$ cat src/rtl/phy_pattern_gen.sv
// phy_pattern_gen: frame/pattern generator for the PHY transmit stream.
// Sends cfg_frame_cnt frames (0 = continuous) of cfg_frame_len beats with
// cfg_ifg idle cycles between frames. The payload is an incrementing count,
// a constant fill or a 16-bit LFSR. terr can be injected on one beat per frame.
// Ports:
//   sys_clk, sys_rst        clock, asynchronous active-high reset
//   cfg_*                   configuration, latched on cfg_start in IDLE
//   phy_txd/tvalid/tready   transmit stream (valid/ready handshake)
//   phy_terr/tlast          per-beat error and end-of-frame flags
//   stat_busy, stat_frames  activity flag and completed-frame count
module phy_pattern_gen #(
  parameter int unsigned DATA_WIDTH = 8,
  parameter int unsigned LEN_WIDTH  = 16,
  parameter int unsigned IFG_WIDTH  = 8,
  parameter logic [15:0] LFSR_SEED  = 16'hACE1
) (
  input  logic                  sys_clk,
  input  logic                  sys_rst,
  input  logic                  cfg_start,
  input  logic                  cfg_stop,
  input  logic [1:0]            cfg_mode,
  input  logic [LEN_WIDTH-1:0]  cfg_frame_len,
  input  logic [IFG_WIDTH-1:0]  cfg_ifg,
  input  logic [15:0]           cfg_frame_cnt,
  input  logic [DATA_WIDTH-1:0] cfg_fill,
  input  logic                  cfg_err_en,
  input  logic [LEN_WIDTH-1:0]  cfg_err_beat,
  output logic [DATA_WIDTH-1:0] phy_txd_out,
  output logic                  phy_tvalid_out,
  input  logic                  phy_tready_in,
  output logic                  phy_terr_out,
  output logic                  phy_tlast_out,
  output logic                  stat_busy,
  output logic [15:0]           stat_frames
);

  localparam int unsigned CNT_WIDTH  = 16;
  localparam int unsigned LFSR_WIDTH = 16;

  typedef enum logic [1:0] {IDLE, SEND, GAP} state_t;

  state_t                 state_q, state_d;
  logic [1:0]             mode_q, mode_d;
  logic [LEN_WIDTH-1:0]   len_q, len_d;
  logic [IFG_WIDTH-1:0]   ifg_q, ifg_d;
  logic [CNT_WIDTH-1:0]   cnt_q, cnt_d;
  logic [DATA_WIDTH-1:0]  fill_q, fill_d;
  logic                   err_en_q, err_en_d;
  logic [LEN_WIDTH-1:0]   err_beat_q, err_beat_d;
  logic [LEN_WIDTH-1:0]   beat_q, beat_d;
  logic [LFSR_WIDTH-1:0]  lfsr_q, lfsr_d;
  logic [IFG_WIDTH-1:0]   gap_q, gap_d;
  logic                   stop_q, stop_d;
  logic [CNT_WIDTH-1:0]   frames_d;
  logic [CNT_WIDTH-1:0]   frames_inc;
  logic                   stop_now;
  logic [DATA_WIDTH-1:0]  txd_d;
  logic                   tvalid_d, tlast_d, terr_d, busy_d;

  // Fibonacci LFSR x^16+x^14+x^13+x^11+1, shifting towards bit 0.
  function automatic logic [LFSR_WIDTH-1:0] lfsr_step(input logic [LFSR_WIDTH-1:0] s);
    lfsr_step = {s[0] ^ s[2] ^ s[3] ^ s[5], s[LFSR_WIDTH-1:1]};
  endfunction

  // Payload for a given beat; reserved mode 3 behaves as the counter.
  function automatic logic [DATA_WIDTH-1:0] payload(
    input logic [1:0]            mode,
    input logic [LEN_WIDTH-1:0]  beat,
    input logic [LFSR_WIDTH-1:0] lfsr,
    input logic [DATA_WIDTH-1:0] fill
  );
    case (mode)
      2'd1:    payload = fill;
      2'd2:    payload = lfsr[DATA_WIDTH-1:0];
      default: payload = DATA_WIDTH'(beat);
    endcase
  endfunction

  // Next-state and next-output logic.
  always_comb begin
    state_d    = state_q;
    mode_d     = mode_q;
    len_d      = len_q;
    ifg_d      = ifg_q;
    cnt_d      = cnt_q;
    fill_d     = fill_q;
    err_en_d   = err_en_q;
    err_beat_d = err_beat_q;
    beat_d     = beat_q;
    lfsr_d     = lfsr_q;
    gap_d      = gap_q;
    stop_d     = stop_q;
    frames_d   = stat_frames;
    frames_inc = (stat_frames == '1) ? stat_frames : stat_frames + CNT_WIDTH'(1);
    stop_now   = stop_q | cfg_stop;

    case (state_q)
      IDLE: begin
        stop_d = 1'b0;
        if (cfg_start) begin
          mode_d     = cfg_mode;
          len_d      = (cfg_frame_len == '0) ? LEN_WIDTH'(1) : cfg_frame_len;
          ifg_d      = cfg_ifg;
          cnt_d      = cfg_frame_cnt;
          fill_d     = cfg_fill;
          err_en_d   = cfg_err_en;
          err_beat_d = cfg_err_beat;
          beat_d     = '0;
          lfsr_d     = LFSR_SEED;
          frames_d   = '0;
          stop_d     = cfg_stop;
          state_d    = SEND;
        end
      end
      SEND: begin
        stop_d = stop_now;
        if (phy_tvalid_out && phy_tready_in) begin
          lfsr_d = lfsr_step(lfsr_q);
          if (phy_tlast_out) begin
            beat_d   = '0;
            frames_d = frames_inc;
            // A stop arriving on the last beat itself still ends the run here.
            if (((cnt_q != '0) && (frames_inc == cnt_q)) || stop_now) begin
              state_d = IDLE;
            end else if (ifg_q != '0) begin
              state_d = GAP;
              gap_d   = ifg_q;
            end
          end else begin
            beat_d = beat_q + LEN_WIDTH'(1);
          end
        end
      end
      GAP: begin
        stop_d = stop_now;
        if (gap_q <= IFG_WIDTH'(1)) begin
          state_d = stop_now ? IDLE : SEND;
        end else begin
          gap_d = gap_q - IFG_WIDTH'(1);
        end
      end
      default: state_d = IDLE;
    endcase

    // Outputs follow the next beat; with no handshake nothing moves, so they hold.
    tvalid_d = (state_d == SEND);
    busy_d   = (state_d != IDLE);
    txd_d    = '0;
    tlast_d  = 1'b0;
    terr_d   = 1'b0;
    if (state_d == SEND) begin
      txd_d   = payload(mode_d, beat_d, lfsr_d, fill_d);
      tlast_d = (beat_d == len_d - LEN_WIDTH'(1));
      terr_d  = err_en_d && (beat_d == err_beat_d);
    end
  end

  // State, latched configuration and registered outputs.
  always_ff @(posedge sys_clk or posedge sys_rst) begin
    if (sys_rst) begin
      state_q        <= IDLE;
      mode_q         <= '0;
      len_q          <= LEN_WIDTH'(1);
      ifg_q          <= '0;
      cnt_q          <= '0;
      fill_q         <= '0;
      err_en_q       <= 1'b0;
      err_beat_q     <= '0;
      beat_q         <= '0;
      lfsr_q         <= LFSR_SEED;
      gap_q          <= '0;
      stop_q         <= 1'b0;
      stat_frames    <= '0;
      stat_busy      <= 1'b0;
      phy_txd_out    <= '0;
      phy_tvalid_out <= 1'b0;
      phy_tlast_out  <= 1'b0;
      phy_terr_out   <= 1'b0;
    end else begin
      state_q        <= state_d;
      mode_q         <= mode_d;
      len_q          <= len_d;
      ifg_q          <= ifg_d;
      cnt_q          <= cnt_d;
      fill_q         <= fill_d;
      err_en_q       <= err_en_d;
      err_beat_q     <= err_beat_d;
      beat_q         <= beat_d;
      lfsr_q         <= lfsr_d;
      gap_q          <= gap_d;
      stop_q         <= stop_d;
      stat_frames    <= frames_d;
      stat_busy      <= busy_d;
      phy_txd_out    <= txd_d;
      phy_tvalid_out <= tvalid_d;
      phy_tlast_out  <= tlast_d;
      phy_terr_out   <= terr_d;
    end
  end

endmodule
$ cat config.mk
export PLATFORM = sky130hd
export DESIGN_NAME = phy_pattern_gen
export DESIGN_NICKNAME = d
export VERILOG_FILES = /design/src/rtl/phy_pattern_gen.sv
export SDC_FILE = /design/constraint.sdc
export NUM_CORES = 1
export LEC_CHECK = 0
export ABC_AREA = 1
export BUFFER_PORTS_ARGS = -buffer_cell sky130_fd_sc_hd__buf_2
export CORE_MARGIN = 1.5
export CORE_UTILIZATION = 30
export CTS_BUF_LIST = sky130_fd_sc_hd__clkbuf_8
export DETAILED_ROUTE_END_ITERATION = 8
export GPL_ROUTABILITY_DRIVEN = 0
export MAX_ROUTING_LAYER = met4
export PLACE_DENSITY_LB_ADDON = 0.1
export SYNTH_ARGS = -nofsm -noshare
export SYNTH_HDL_FRONTEND = slang
export SYNTH_SLANG_ARGS = --single-unit
$ cat constraint.sdc
create_clock -name sys_clk -period 6.4 [get_ports sys_clk]
set_input_delay 0.96 -clock sys_clk [delete_from_list [all_inputs] [get_ports sys_clk]]
set_output_delay 0.96 -clock sys_clk [all_outputs]
set_load 0.01 [all_outputs]
# Yosys cells after proc, flatten, opt, wreduce, memory -nomap -nowiden
# Index checks and enable logic that the tools add are counted.
# op_classes
n_lt_le_gt_ge,1
bitwise_logic,4
n_mux,43
n_shift,0
eq_ne,15
div,0
reduce_logical,17
n_mul,0
add_sub_neg,4
# op_table
operator,n
2-to-1 mux 16 bit,14
case mux 16 bit (2 select lines),3
2-to-1 mux 8 bit,8
equality test 16 bit,3
"adder 16 x 1 -> 16 bit, second input constant",2
case mux 8 bit (2 select lines),2
"equality test 16 bit, second input constant",1
zero test 16 bit,1
2-to-1 mux 2 bit,8
nonzero test 16 bit,1
"subtractor 16 x 1 -> 16 bit, second input constant",1
"!= test 2 bit, second input constant",6
"less-or-equal comparator 8 x 1 -> 1 bit, second input constant",1
nonzero test 2 bit,4
nonzero test 8 bit,1
"subtractor 8 x 1 -> 8 bit, second input constant",1
"equality test 2 x 1 -> 1 bit, second input constant",3
2-to-1 mux 1 bit,6
case mux 2 bit (3 select lines),1
AND reduction 6 bit,1
"equality test 2 bit, second input constant",2
AND reduction 4 bit,1
logical AND 1 bit,3
AND reduction 3 bit,1
other kinds (7),9
# totals
mem_bits_rw,0
out_inout_bits,28
rom_bits,0
ff_bits,138
memories,0
latch_bits,0
in_bits,72
elab_cells,103

# Logic depth before layout (Yosys ltp)
# Gate-level depths: netlist of the first run.
# depth
depth_word,11
ltp_mapped,21
mapped_depth_nobuf,20

# Least setup slack after synthesis of the first run
# No wires, ideal clock.
# synth_path
kind,in2reg
from,in cfg_start
to,reg phy_tlast_out
required_ps,6331
n_path_buf,1
arrival_time_ps,3038
cell_stages,18
slack_ps,3293
setup_time_ps,69
path_cell_list,nand2_2 inv_1 buf_2 or2_2 nand2_2 ha_1 nand3_1 nor2_2 nand2_1 xnor2_1 nor2_1 nor2_1 nand3_1 nor2_1 nand3_1 nor2_1 nand4_1 nor2_2
# synth_via
elab_chain_cells,5
word_cells_on_any_way,10
classes_between,1 x add/sub; 2 x eq/ne; 7 x mux
# synth_rtl
item,line_no,text
start: declaration,19,"input logic cfg_start,"
2-to-1 mux 16 bit,100,if (cfg_start) begin
2-to-1 mux 16 bit,97,case (state_q)
subtractor 16 x 1 -> 16 bit,153,tlast_d = (beat_d == len_d - LEN_WIDTH'(1));
equality test 16 bit,153,
2-to-1 mux 1 bit (*),151,if (state_d == SEND) begin
net tlast_d,58,"logic tvalid_d, tlast_d, terr_d, busy_d;"
end signal: assignment,196,phy_tlast_out <= tlast_d;
end: declaration,32,"output logic phy_tlast_out,"
# Mark *: on every way through the listed nets, which the timed path passes. The rest lies on a longest branch.
# A chain may end at the register's enable or synchronous reset.

# Final worst setup path of the first run
# layout_path
from,reg state_q[1]
to,reg phy_terr_out
# layout_via
word_cells_on_any_way,17
classes_between,4 x eq/ne; 11 x mux; 2 x reduce/logical
# layout_rtl
item,line_no,text
start: declaration,42,"state_t state_q, state_d;"
start signal: assignment,180,state_q <= state_d;
equality test 2 x 1 -> 1 bit or zero test 2 bit (tied branches),97,
case mux 16 bit (2 select lines) (*),97,
net beat_d[1],50,"logic [LEN_WIDTH-1:0] beat_q, beat_d;"
equality test 16 bit (*),154,terr_d = err_en_d && (beat_d == err_beat_d);
logical AND 1 bit (*),154,
2-to-1 mux 1 bit (*),151,
net terr_d,58,
end signal: assignment,197,phy_terr_out <= terr_d;
end: declaration,31,"output logic phy_terr_out,"
# Marked as above.

==> results of run 1 <==
-- flip-flops by register name, indices dropped and copies added (netlist names) --
| register | cells |
|---|---|
| phy_terr_out | 1 |
| mode_q | 2 |
| state_q | 2 |
| err_beat_q | 16 |
| stop_q | 1 |
| len_q | 16 |
| err_en_q | 1 |
| stat_busy | 1 |
| cnt_q | 16 |
| phy_tlast_out | 1 |
| ifg_q | 8 |
| fill_q | 8 |
| stat_frames | 16 |
| lfsr_q | 16 |
| phy_tvalid_out | 1 |
| gap_q | 8 |
| phy_txd_out | 8 |
| beat_q | 16 |
-- cell families (layout without fill, tap and decap cells) --
logic type,after synthesis,count (layout),synth area share (%)
AND/OR/NAND/NOR,590,590,32.5
buffers and inverters,167,272,8.35
AO/OA/AOI/OAI,145,145,10.2
flip-flops,138,138,43.4
XOR/XNOR,33,33,3.62
adder cells (fa/ha/maj),11,11,1.73
multiplexers,1,1,0.126
-- power by group through the flow --
stage                     Sequential [mW]  Combinational, mW  Clock, mW
after floorplan                     0.889             0.0156          0
after global placement              0.889             0.0475          0
after detailed placement            0.889             0.0476          0
after CTS                           0.871             0.0479      0.755
after global routing                0.872             0.0525      0.794
final                               0.871             0.0449      0.732
-- area by class of cell --
type	instances	share of cell area, %
clock inverter	14	1.65
multi-input combinational	780	41.9
tap	335	4.57
inverter	137	5.69
clock buffer	17	2.55
sequential	138	37.8
timing repair buffer	104	5.81
-- worst register-to-register path: stages, from the launching register on --
cell and delay (ps):
sky130_fd_sc_hd__dfrtp_1 430, sky130_fd_sc_hd__inv_1 120, sky130_fd_sc_hd__ha_1 150, sky130_fd_sc_hd__buf_4 280, sky130_fd_sc_hd__nor2_1 110, sky130_fd_sc_hd__a21oi_2 270
sky130_fd_sc_hd__inv_1 330, sky130_fd_sc_hd__nor2_1 700, sky130_fd_sc_hd__inv_1 260, sky130_fd_sc_hd__nand2_1 110, sky130_fd_sc_hd__nand2_1 210, sky130_fd_sc_hd__nand2_1 120
sky130_fd_sc_hd__nand4_1 100, sky130_fd_sc_hd__nor2_1 120, sky130_fd_sc_hd__nand4_1 120, sky130_fd_sc_hd__nor2_1 110, sky130_fd_sc_hd__nand4_1 90, sky130_fd_sc_hd__nor2_2 120
-- worst paths after layout --
| path | slack, ps | depth (start not counted) | end | start |
|---|---|---|---|---|
| worst max-delay path | 2580 | 17 | phy_terr_out | state_q[1] |
| worst min-delay path | 480 | 2 | stop_q | stop_q |
| worst max register to register | 2580 | 17 | phy_terr_out | state_q[1] |
| worst min register to register | 480 | 2 | stop_q | stop_q |
| max in group asynchronous | 4590 | 3 | beat_q[8] | sys_rst |
| min in group asynchronous | 690 | 2 | stat_frames[1] | sys_rst |
-- placed cells by master (no fill, tap or decap), drive strengths merged --
cell      count
a211oi        1
a21oi        14
a22oi        10
a2bb2oi       2
buf         104
bufinv        2
clkbuf       17
clkinv        4
clkinvlp      3
dfrtp       129
dfstp         9
ha           11
inv         142
mux2i         1
nand2       339
nand3        87
nand3b        4
nand4        27
nor2        104
nor3          9
nor4          6
o211ai        2
o21a          1
o21ai       100
o21bai        1
o221ai        3
o22ai         8
o31ai         3
or2          14
xnor2        15
xor2         18
-- stage by stage --
stage	hold slack, ps	setup WS [ps]	utilization, %
2_1_floorplan	445	1760	-
3_3_place_gp	467	2560	33.7
3_5_place_dp	471	2470	33.7
4_1_cts	486	2520	35.2
5_1_grt	505	2170	35.2
6_report	483	2580	35.2
-- per-layer routing --
metal,vias to the layer above,wire length [µm],GRT usage (%)
li1,3667,-,-
met1,3344,11000,23.3
met2,151,11000,28.9
met3,26,914,3.34
met4,0,544,5.72
met5,-,0,-
==> flow_summary.ini, run 1 <==
[critical_path]
arrival_ps = 4200
worst-path-buf-inv = 4
critical_path_peak_fanout = 23
cp.required_ps = 6780
critical_path.cell_chain = inv_1 -> ha_1 -> buf_4 -> nor2_1 -> a21oi_2 -> inv_1 -> nor2_1 -> inv_1 -> nand2_1 -> nand2_1 -> nand2_1 -> nand4_1 -> nor2_1 -> nand4_1 -> nor2_1 -> nand4_1 -> nor2_2
critPathSlowestCell = sky130_fd_sc_hd__nor2_1
critical_path.endpoint_type = flip-flop
crit_path_max_incr_delay_ps = 690
path_common_cell = sky130_fd_sc_hd__nor2_1
crit_family = simple AND/OR/NAND/NOR gates
worst_setup_path_start_kind = flip-flop
class_of_the_most_critical_setup_path = flip-flop to flip-flop

[pwr]
power_per_cell_area_nw_per_um2 = 180
p_int_mw = 1.24
seq_pwr_share_pct = 52.9
ir_worst_vdd_mv = 0.0918
p_leak_nw = 4.73
clkPwrFrac_pct = 44.4
power.net_switching_mw = 0.413
combinationalPowerShare_pct = 2.7
fin_total_pwr_mw = 1.65
netSwitchingFraction_pct = 25.1

[timing]
max_freq_mhz = 262
max_slew_margin_pct = 30.7
timing_worst_slew_pin_value_ps = 1040
timing.clock.skew_ps = 17.7
finalSetupViolations = 0
drv_slew = 0
period_needed_ps = 3820
final.period_utilization_pct = 59.7
totalNegativeSetupSlack_ps = 0
grt_setup_unrepaired = false
timing_hold_violations_final = 0

[job]
max_cap_violations = 0

[drt]
routed_wl_um = 23500
dr.pass1.iters = 6
routed-via-count = 7188
ant_nets = 0
drt_iter0_markers = 330
via_per_inst = 4.71
drcViolationCount = 0
routed_wire_length_per_instance_um = 15.4

[cts]
cts-buffers-inserted = 17
worstSkewPairLatency_ps = 470
clkSlewWorstSetupHoldPaths_ps = 80
tritoncts = done
cts-root-to-sink-buffers = 2
cts.htree.levels = 4
hold_buffers = 0
number_of_buffers_added_for_setup_after_cts = 0
cts_num_sinks = 138
clockRootBuffer = sky130_fd_sc_hd__clkbuf_8
post_cts.resized_instances = 0

[synth]
synth_nets = 1168
synth_top_cells_by_area = sky130_fd_sc_hd__dfrtp_1, sky130_fd_sc_hd__nand2_1, sky130_fd_sc_hd__inv_1
synth_cells = 1085
synth.ff_latch_count = 138
synth_area_um2 = 7970
synth_common_cells = sky130_fd_sc_hd__nand2_1, sky130_fd_sc_hd__inv_1, sky130_fd_sc_hd__dfrtp_1
yosysWarningCount = 0
synth_top_cell_area_share_pct = 40.5
async_flop_share_pct = 100
synth_seq_area_share_pct = 43.4
synth_flop_cell = sky130_fd_sc_hd__dfrtp_1
cell_accounting_for_the_most_synthesized_area = sky130_fd_sc_hd__dfrtp_1
synth-edff-count = 0
netlist-cell-type-count = 44
postSynthAreaPerCell_um2 = 7.35
yosysMostFrequentCell = sky130_fd_sc_hd__nand2_1

[floorplanning]
top_level_ports = 100
starting_density_of_the_core_pct = 30.6
fp.dieArea_um2 = 27600
die_height_um = 166
die_wd_um = 166
placeableCoreArea_um2 = 26100
core.rowCount = 59

[grt]
gr-usage-all-layers_pct = 18.1
grt_antenna_before_repair = 0
global_route_wire_length_before_repair_um = 38400
global_route.overflow_total = 0
grt_pass1_vias = 7247
grt_start_max_net_pins = 95

[placement]
post-dp-hpwl_um = 17400
port-buffer-count = 99
placed_cells = 1494
post_dp_cell_area_um2 = 8780

[worst_hold_path]
hold_class = flip-flop to flip-flop

[layout]
drive_gt1_share_pct = 16.6
seq_area_um2 = 3460
syn2layout_area_growth_pct = 15.0
multiInputGateArea_um2 = 3840
non_filler_cell_area_final_um2 = 9170
antenna-diode-count = 0
nets = 1261
layoutNonFillerInstCount = 1525
number_of_fillers_in_the_final_layout = 2854

[outcome]
outcome = finished, final reports clean
Note: power is estimated with default switching activity, not from simulation.
==> inputs of run 2 (changes only) <==
Settings changed: ABC_AREA 1 to 0.
Clock period 6.4 ns to 3.7 ns, I/O delays scaled along.
==> flow_summary.ini, run 2 <==
[timing]
finalSetupViolations = 0
final.period_utilization_pct = 90.0
max_slew_margin_pct = 44.7
timing_worst_slew_pin_value_ps = 809
grt_setup_unrepaired = false
period_needed_ps = 3330
timing_hold_violations_final = 0
timing.clock.skew_ps = 18.6
totalNegativeSetupSlack_ps = 0
drv_slew = 0
worst_hold_slack_ps = 262
setup_slack_ps = 369
max_freq_mhz = 300

[synth]
synth_nets = 1010
synth_cells = 927
synth_seq_area_share_pct = 42.6
synth_flop_cell = sky130_fd_sc_hd__dfrtp_1
async_flop_share_pct = 100
synth_common_cells = sky130_fd_sc_hd__nand2_1, sky130_fd_sc_hd__dfrtp_1, sky130_fd_sc_hd__nor2_1
synth-edff-count = 0
synth_area_um2 = 8120
cell_accounting_for_the_most_synthesized_area = sky130_fd_sc_hd__dfrtp_1
postSynthAreaPerCell_um2 = 8.76
synth.ff_latch_count = 138
yosysMostFrequentCell = sky130_fd_sc_hd__nand2_1
synth_top_cell_area_share_pct = 39.7
yosysWarningCount = 0
netlist-cell-type-count = 82
synth_top_cells_by_area = sky130_fd_sc_hd__dfrtp_1, sky130_fd_sc_hd__nand2_1, sky130_fd_sc_hd__xnor2_1

[cts]
number_of_buffers_added_for_setup_after_cts = 0
hold_buffers = 0
tritoncts = done
cts_num_sinks = 138
cts.htree.levels = 4
cts-buffers-inserted = 17
worstSkewPairLatency_ps = 480
clockRootBuffer = sky130_fd_sc_hd__clkbuf_8
clkSlewWorstSetupHoldPaths_ps = 110
post_cts.resized_instances = 0
cts-root-to-sink-buffers = 2

[drt]
routed_wl_um = 24600
dr.pass1.iters = 5
ant_nets = 0
routed-via-count = 6981
routed_wire_length_per_instance_um = 17.8
drt_iter0_markers = 447
drcViolationCount = 0
via_per_inst = 5.04

[layout]
nets = 1115
drive_gt1_share_pct = 20.4
non_filler_cell_area_final_um2 = 9480
layoutNonFillerInstCount = 1386
layout.cells.most_common = sky130_fd_sc_hd__nand2_1
mostFrequentLayoutCells = sky130_fd_sc_hd__nand2_1, sky130_fd_sc_hd__dfrtp_1, sky130_fd_sc_hd__buf_2
antenna-diode-count = 0
number_of_fillers_in_the_final_layout = 2795
syn2layout_area_growth_pct = 16.7

[placement]
port-buffer-count = 99
dp_slack_ps = 308
post_dp_cell_area_um2 = 9080
placed_cells = 1354
post-dp-hpwl_um = 17800

[critical_path]
arrival_ps = 3700
crit_path_max_incr_delay_ps = 390
cp.required_ps = 4070
critical_path.cell_chain = ha_1 -> and3_2 -> nand4_2 -> a41oi_1 -> a2111oi_4 -> nand4_2 -> nor4_1 -> a2111oi_1 -> nand4b_1 -> buf_4 -> nor4bb_1
path_common_cell = sky130_fd_sc_hd__nand4_2
critical_path.endpoint_type = flip-flop
worst_setup_path_start_kind = flip-flop
critPathSlowestCell = sky130_fd_sc_hd__dfrtp_1
critical_path_peak_fanout = 11
worst-path-buf-inv = 1
crit_family = simple AND/OR/NAND/NOR gates
class_of_the_most_critical_setup_path = flip-flop to flip-flop

[grt]
gr-usage-all-layers_pct = 18.9
global_route.overflow_total = 0
grt_antenna_before_repair = 0
grt_pass1_vias = 7176
global_route_wire_length_before_repair_um = 40200
grt_start_max_net_pins = 139

[worst_hold_path]
hold_class = input port to flip-flop

[pwr]
seq_pwr_share_pct = 35.5
power_per_cell_area_nw_per_um2 = 729
ir_worst_vdd_mv = 0.298
p_int_mw = 3.85
power.net_switching_mw = 3.07
clkPwrFrac_pct = 18.7
p_leak_nw = 4.47
combinationalPowerShare_pct = 45.8
netSwitchingFraction_pct = 44.4

[floorplanning]
starting_density_of_the_core_pct = 30.3
placeableCoreArea_um2 = 26800
die_wd_um = 168
top_level_ports = 100
die_height_um = 168
fp.dieArea_um2 = 28100
core.rowCount = 60

[job]
max_cap_violations = 0

[outcome]
outcome = finished, final reports clean
-- run 2: cell count changes after synthesis, moves of 13 or more --
cell	before	now
sky130_fd_sc_hd__and3_1	0	14
sky130_fd_sc_hd__o21ai_0	92	34
sky130_fd_sc_hd__mux2i_1	1	14
sky130_fd_sc_hd__nor4_1	6	20
sky130_fd_sc_hd__xnor2_1	15	40
sky130_fd_sc_hd__nor2_1	86	43
sky130_fd_sc_hd__a31oi_1	0	14
sky130_fd_sc_hd__nand3_1	81	40
sky130_fd_sc_hd__a21oi_1	12	36
sky130_fd_sc_hd__inv_1	133	34
sky130_fd_sc_hd__a22o_1	0	14
sky130_fd_sc_hd__nand4_1	27	12
sky130_fd_sc_hd__nor2_2	15	0
sky130_fd_sc_hd__nand2_1	329	240
-- run 2: cell type report --
class / count / area [µm²] / area share (%)
Inverter: 34 / 131 / 1.39
Clock buffer: 17 / 234 / 2.47
Multi-Input combinational cell: 703 / 4270 / 45.1
Timing Repair Buffer: 138 / 801 / 8.44
Clock inverter: 15 / 154 / 1.62
Sequential cell: 138 / 3460 / 36.5
Tap cell: 341 / 427 / 4.50
-- run 2: tightest hold or removal path: stages --
cell                      delay [ps]
sky130_fd_sc_hd__buf_2            80
sky130_fd_sc_hd__nand2_1          40
sky130_fd_sc_hd__nand2_1          40
-- run 2: worst paths after layout --
path,start,endpoint,slack [ps],cells past startpoint
max,stat_frames[0],phy_terr_out,370,11
min,cfg_frame_cnt[0],cnt_q[0],260,3
max reg2reg,stat_frames[0],phy_terr_out,370,11
min reg2reg,lfsr_q[9],lfsr_q[9],480,2
max in group asynchronous,sys_rst,len_q[13],2840,3
min in group asynchronous,sys_rst,cnt_q[0],300,3
-- run 2: logic make-up (layout without fill, tap and decap cells) --
logic type	Yosys count	in the layout	share of synthesized area [%]
buf+inv	86	204	4.94
flops	138	138	42.6
mux	14	14	1.72
fa+ha+maj	11	11	1.69
simple gates	445	445	27.4
xor+xnor	68	68	7.33
compound gates	165	165	14.3
-- run 2: routing by layer --
layer | global-route usage (%) | share of wire, % | vias to the layer above | routed length (µm)
li1 | - | - | 3458 | -
met1 | 25.5 | 50 | 3340 | 12200
met2 | 29.3 | 46 | 162 | 11200
met3 | 3.12 | 3.4 | 21 | 832
met4 | 5.09 | 1.4 | 0 | 351
met5 | - | 0 | - | 0
-- run 2: stage by stage --
stage	total power [mW]	utilization (%)
floorplan	4.64	-
global placement	5.69	33.9
detailed placement	5.67	33.9
CTS	7.00	35.3
global route	7.48	35.4
finish	6.92	35.4
-- run 2: power by group through the flow --
stage | Sequential (mW) | Clock [mW] | Combinational [mW]
3_5_place_dp | 2.48 | 0 | 3.19
5_1_grt | 2.54 | 1.39 | 3.55
2_1_floorplan | 2.36 | 0 | 2.28
4_1_cts | 2.46 | 1.34 | 3.20
3_3_place_gp | 2.49 | 0 | 3.20
6_report | 2.46 | 1.30 | 3.16
